--- config.mk ---
export PLATFORM = sky130hd
export DESIGN_NAME = iir_dac_tx
export DESIGN_NICKNAME = d
export VERILOG_FILES = /design/src/rtl/iir_dac_tx.sv
export SDC_FILE = /design/constraint.sdc
export NUM_CORES = 1
export LEC_CHECK = 0
export ABC_AREA = 1
export CAP_MARGIN = 20
export CORE_MARGIN = 3
export CORE_UTILIZATION = 50
export CTS_CLUSTER_SIZE = 40
export DETAILED_ROUTE_END_ITERATION = 7
export PLACE_DENSITY = 0.73
export SYNTH_ARGS = -nofsm -noshare
export SYNTH_HDL_FRONTEND = slang
export SYNTH_SLANG_ARGS = --single-unit
--- constraint.sdc ---
create_clock -name clk -period 2.1 [get_ports clk]
set_clock_uncertainty 0.1 [all_clocks]
set_input_delay 0.315 -clock clk [delete_from_list [all_inputs] [get_ports clk]]
set_output_delay 0.315 -clock clk [all_outputs]
set_load 0.03 [all_outputs]
--- src/rtl/iir_dac_tx.sv ---
// iir_dac_tx: rounds/saturates signed 16-bit IIR samples to 8-bit offset binary, queues them, and sends 16-bit SPI mode-0 DAC frames
// Ports:
//   clk          in   system clock, posedge
//   rst_n        in   asynchronous active-low reset; aborts any frame in flight
//   i_s_data     in   signed 16-bit sample
//   i_s_valid    in   sample valid
//   o_s_ready    out  FIFO not full; transfer on i_s_valid && o_s_ready
//   o_dac_sclk   out  SPI clock, idle low
//   o_dac_cs_n   out  SPI chip select, active low
//   o_dac_sdo    out  SPI data, MSB first
//   o_busy       out  frame in progress or samples queued
//   o_sat_flag   out  one-cycle pulse after a saturated sample was accepted
module iir_dac_tx #(
    parameter int         CLK_DIV    = 4,
    parameter int         FIFO_DEPTH = 4,
    parameter logic [3:0] DAC_CMD    = 4'b0011
) (
    input  logic        clk,
    input  logic        rst_n,
    input  logic [15:0] i_s_data,
    input  logic        i_s_valid,
    output logic        o_s_ready,
    output logic        o_dac_sclk,
    output logic        o_dac_cs_n,
    output logic        o_dac_sdo,
    output logic        o_busy,
    output logic        o_sat_flag
);
    localparam int AW = $clog2(FIFO_DEPTH);
    localparam int DW = $clog2(2 * CLK_DIV);
    localparam logic [1:0] IDLE  = 2'd0;
    localparam logic [1:0] LOAD  = 2'd1;
    localparam logic [1:0] SHIFT = 2'd2;
    localparam logic [1:0] GAP   = 2'd3;

    logic [1:0]    r_state;
    logic [7:0]    r_mem [FIFO_DEPTH];
    logic [AW-1:0] r_wr;
    logic [AW-1:0] r_rd;
    logic [AW:0]   r_cnt;
    logic [15:0]   r_shift;
    logic [DW-1:0] r_div;
    logic [4:0]    r_half;
    logic          r_sclk;
    logic          r_cs_n;
    logic          r_sat;

    logic [8:0] w_hi;
    logic [7:0] w_unused_lo;
    logic [7:0] w_byte;
    logic       w_ovf;
    logic       w_push;
    logic       w_pop;
    logic       w_tick;

    // Rounding adds half an LSB of the 8-bit result; only the positive side can overflow.
    assign {w_hi, w_unused_lo} = {i_s_data[15], i_s_data} + 17'h00080;
    assign w_ovf  = ~w_hi[8] & w_hi[7];
    assign w_byte = w_ovf ? 8'h7F : w_hi[7:0];
    assign o_s_ready = r_cnt != (AW+1)'(FIFO_DEPTH);
    assign w_push = i_s_valid & o_s_ready;
    assign w_pop  = r_state == LOAD;
    assign w_tick = r_div == DW'(CLK_DIV - 1);

    assign o_dac_sclk = r_sclk;
    assign o_dac_cs_n = r_cs_n;
    assign o_dac_sdo  = r_shift[15];
    assign o_busy     = (r_state != IDLE) | (r_cnt != '0);
    assign o_sat_flag = r_sat;

    always_ff @(posedge clk) begin
        if (w_push) r_mem[r_wr] <= {~w_byte[7], w_byte[6:0]};
    end

    always_ff @(posedge clk or negedge rst_n) begin
        if (!rst_n) begin
            r_state <= IDLE;
            r_wr    <= '0;
            r_rd    <= '0;
            r_cnt   <= '0;
            r_shift <= '0;
            r_div   <= '0;
            r_half  <= '0;
            r_sclk  <= 1'b0;
            r_cs_n  <= 1'b1;
            r_sat   <= 1'b0;
        end else begin
            r_sat <= w_push & w_ovf;
            if (w_push) r_wr <= r_wr + 1'b1;
            if (w_pop) r_rd <= r_rd + 1'b1;
            r_cnt <= r_cnt + {{AW{1'b0}}, w_push} - {{AW{1'b0}}, w_pop};
            case (r_state)
                IDLE: if (r_cnt != '0) begin
                    r_state <= LOAD;
                    r_cs_n  <= 1'b0;
                    r_shift <= {DAC_CMD, r_mem[r_rd], 4'b0000};
                end
                LOAD: begin
                    r_state <= SHIFT;
                    r_div   <= '0;
                    r_half  <= '0;
                end
                SHIFT: if (w_tick) begin
                    r_div  <= '0;
                    r_sclk <= ~r_sclk;
                    r_half <= r_half + 5'd1;
                    // Data moves on falling edges; the final falling edge closes the frame instead.
                    if (r_sclk) begin
                        if (r_half == 5'd31) begin
                            r_state <= GAP;
                            r_cs_n  <= 1'b1;
                            r_shift <= '0;
                        end else begin
                            r_shift <= {r_shift[14:0], 1'b0};
                        end
                    end
                end else begin
                    r_div <= r_div + 1'b1;
                end
                GAP: if (r_div == DW'(2 * CLK_DIV - 1)) r_state <= IDLE;
                     else r_div <= r_div + 1'b1;
            endcase
        end
    end
endmodule

==> impl_metrics.csv <==
group,metric,value,unit
synth,netlist_area,0.003154,mm^2
placement,place_congestion,0.7785,
cells_and_area,final_layout_size_suffix_gt1_frac,0.1337,
die,start_util,0.5235,
die,die-height,85.43,um
clock_network,clk_pin_slew,0.08,ns
placement,io_buffers,17,
cells_and_area,antennaDiodeCount,0,
grt,grt_max_degree,33,
die,die_w,85.43,um
synth,synth_xor_area_frac,0.03332,
sta,hold_viol,0,
synth,ys_ff_latch,64,
sta,rsz0062_at_grt,"true",
setup_path,critPathKind,"register to register",
synth,muxShareOfSynthArea,0,
placement,hpwl,3808,um
die,core-area,0.006026,mm^2
cells_and_area,fillCellCount,506,
synth,synthSimpleGateAreaFrac,0.1825,
synth,synthTopCellsByArea,"edfxtp_1, dfrtp_1, nand2_1",
routing,drt-total-wl,5454,um
clock_network,clockBufferDepth,2,
synth,synth_top_family_by_area,"simple AND/OR/NAND/NOR gates",
sta,finalCritPeriodShare,0.9464,
synth,synthAdderAreaFrac,0.07775,
routing,vias,2225,
setup_path,worst-path-max-fanout,3,
clock_network,ctsRootBufferMaster,"clkbuf_8",
cells_and_area,stdcell_area,0.003760,mm^2
grt,grt_pass1_vias,2167,
sta,maxSlewHeadroom,0.7026,
setup_path,path_cells,"buf_4 -> ha_1 -> ha_1 -> inv_1 -> ha_1 -> inv_1 -> fa_1 -> xnor2_1",
die,pin_count,25,
hold_path,hold_class,"input pin to asynchronous set/reset pin",
synth,synth-compound-area-share,0.07418,
clock_network,cts_tree,"yes",
setup_path,critPathLaunchType,"register",
die,std_cell_rows,28,
outcome,outcome,"complete, no violations",
grt,grt_pass1_wl,9466,um
synth,synth.top_cell.area_share,0.3046,
clock_network,clock_latency,0.35,ns
synth,synth-seq-area-share,0.5589,
synth,yosysTopAreaCell,"edfxtp_1",
routing,drtIter0Drc,76,
sta,worst_pin_slew,0.4456,ns
setup_path,cp.arrival,2.12,ns
power,ir_drop,0.5224,mV
synth,avgSynthCellArea,9.646,um^2
sta,fmax,503.2,MHz
synth,syn-num-nets,365,
routing,wl_met1,2470,um
routing,highest_layer,"met4",
power,leakagePower,1.695,nW
synth,synth_cell_types,27,
setup_path,cp.required,2.23,ns
clock_network,h-tree-depth,3,
grt,grt_remaining_overflow,0,
routing,drtAntennaViolNets,0,
sta,period_minus_slack,1.987,ns
setup_path,crit_slowest_cell,"dfrtp_1",
setup_path,worstSetupEndpointType,"register",
routing,wl_met3,166,um
cells_and_area,most-common-layout-cells,"nand2_1, inv_1, nor2_1",
job,maxCapViolCount,0,
grt,antenna_found_initial,0,
routing,first_pass_iters,4,
cells_and_area,area_growth,19.20,%
placement,place_area,0.003507,mm^2
power,p_per_area,864.5,mW/mm^2
grt,grt_usage,0.1687,
routing,wl_per_cell,12.15,um
sta,maxSlewViolCount,0,
cells_and_area,final_common_cell,"nand2_1",
routing,dr_wl_met2,2676,um
cells_and_area,nets,407,
clock_network,cts.sinks,64,
sta,fin_setup_tns,0,ns
setup_path,path_delay_family,"adder cells",
synth,yosysWarnings,0,
clock_network,hold_buffers,0,
sta,setup_viol,0,
synth,syn_inst,327,
die,die-area,0.007297,mm^2
setup_path,cpPeakStageDelay,0.40,ns
setup_path,crit_buf_inv,3,
setup_path,crit_top_cell,"ha_1",
routing,viasPerCell,4.955,
routing,route.detailed.drc,0,
clock_network,cts_buffers,9,
sequential cells by signal, summed over array words and instances (netlist names):
name        count
r_shift        12
r_rd            2
o_dac_sclk      1
o_sat_flag      1
r_mem          32
r_state         2
r_wr            2
r_half          5
r_div           3
o_dac_cs_n      1
r_cnt           3
what timing repair did:
action                     in CTS  in global routing
cloned                          0                  0
resized for setup               0                  5
buffers inserted                2                  0
setup endpoints to repair       1                  2
worst paths after layout:
path | from | slack (ns) | endpoint | cells past startpoint
max | r_state[0]$_DFFE_PN0P_ | 0.11 | r_cnt[2]$_DFF_PN0_ | 8
min | rst_n | 0.26 | r_half[2]$_DFFE_PN0P_ | 2
max reg2reg | r_state[0]$_DFFE_PN0P_ | 0.11 | r_cnt[2]$_DFF_PN0_ | 8
min reg2reg | o_dac_cs_n$_DFFE_PN1P_ | 0.38 | o_dac_cs_n$_DFFE_PN1P_ | 2
max in group asynchronous | rst_n | 1.32 | o_dac_cs_n$_DFFE_PN1P_ | 2
min in group clk | o_dac_cs_n$_DFFE_PN1P_ | 0.38 | o_dac_cs_n$_DFFE_PN1P_ | 2
routing by layer:
metal  up-vias  global-route usage
met3        12             0.03495
met1      1017              0.1997
met2        41              0.2846
li1       1155                   -
met5         -                   0
met4         0             0.09496
Yosys cell counts:
cell type,n
nand4_1,10
dfstp_2,1
buf_2,3
nor2_4,1
o22ai_1,9
nor2_1,37
fa_1,1
inv_1,45
edfxtp_1,32
ha_1,18
buf_6,2
nor3_1,1
o21ai_0,27
o21ai_1,1
nand2_1,71
xor2_1,5
nand3_1,11
inv_4,1
xnor2_1,7
or2_2,1
dfrtp_1,31
clkbuf_1,1
nand2_2,2
a21o_1,1
nand3_4,1
a21oi_1,6
buf_8,1
worst register-to-register path: cells and delay by family, from the launching register on:
| family | cells | cell delay [ns] |
|---|---|---|
| flip-flops | 1 | 0.40 |
| XOR/XNOR | 1 | 0.13 |
| buffers and inverters | 3 | 0.26 |
| adder cells (fa/ha/maj) | 4 | 0.99 |
where the power goes:
part / switching, mW / internal, mW
clock network: 0.512 / 0.680
logic: 0.274 / 0.200
registers: 0.0716 / 1.51
per-stage QoR:
step / power, mW / setup WS [ns] / cells / utilization / hold slack, ns
2_1_floorplan: 1.895 / 0.04538 / 327 / - / -0.08059
3_3_place_gp: 2.068 / -0.02340 / 431 / 0.5820 / 0.3592
3_5_place_dp: 2.086 / -0.03651 / 431 / 0.5820 / 0.3682
4_1_cts: 3.286 / 0.0004604 / 449 / 0.6221 / 0.2678
5_1_grt: 3.439 / -0.004295 / 449 / 0.6240 / 0.2894
6_report: 3.250 / 0.1127 / 449 / 0.6240 / 0.2633
cell families (layout without fill, tap and decap cells):
| group | Yosys count | count (layout) |
|---|---|---|
| xor gates and xnor gates | 12 | 12 |
| AOI/OAI and AO/OA | 44 | 44 |
| DFF | 64 | 64 |
| and+or+nand+nor | 135 | 135 |
| adders and majority gates | 19 | 19 |
| buffers and inverters | 53 | 100 |
cell type report:
class,instances,area (um^2),area share
inverter,46,175.2,0.04659
clock inverter,7,102.6,0.02729
multi-input combinational,210,1170,0.3111
sequential,64,1763,0.4689
clock buffer,9,123.9,0.03295
timing repair buffer,38,331.6,0.08819
tap,75,93.84,0.02496
(Power assumes the default switching activity.)
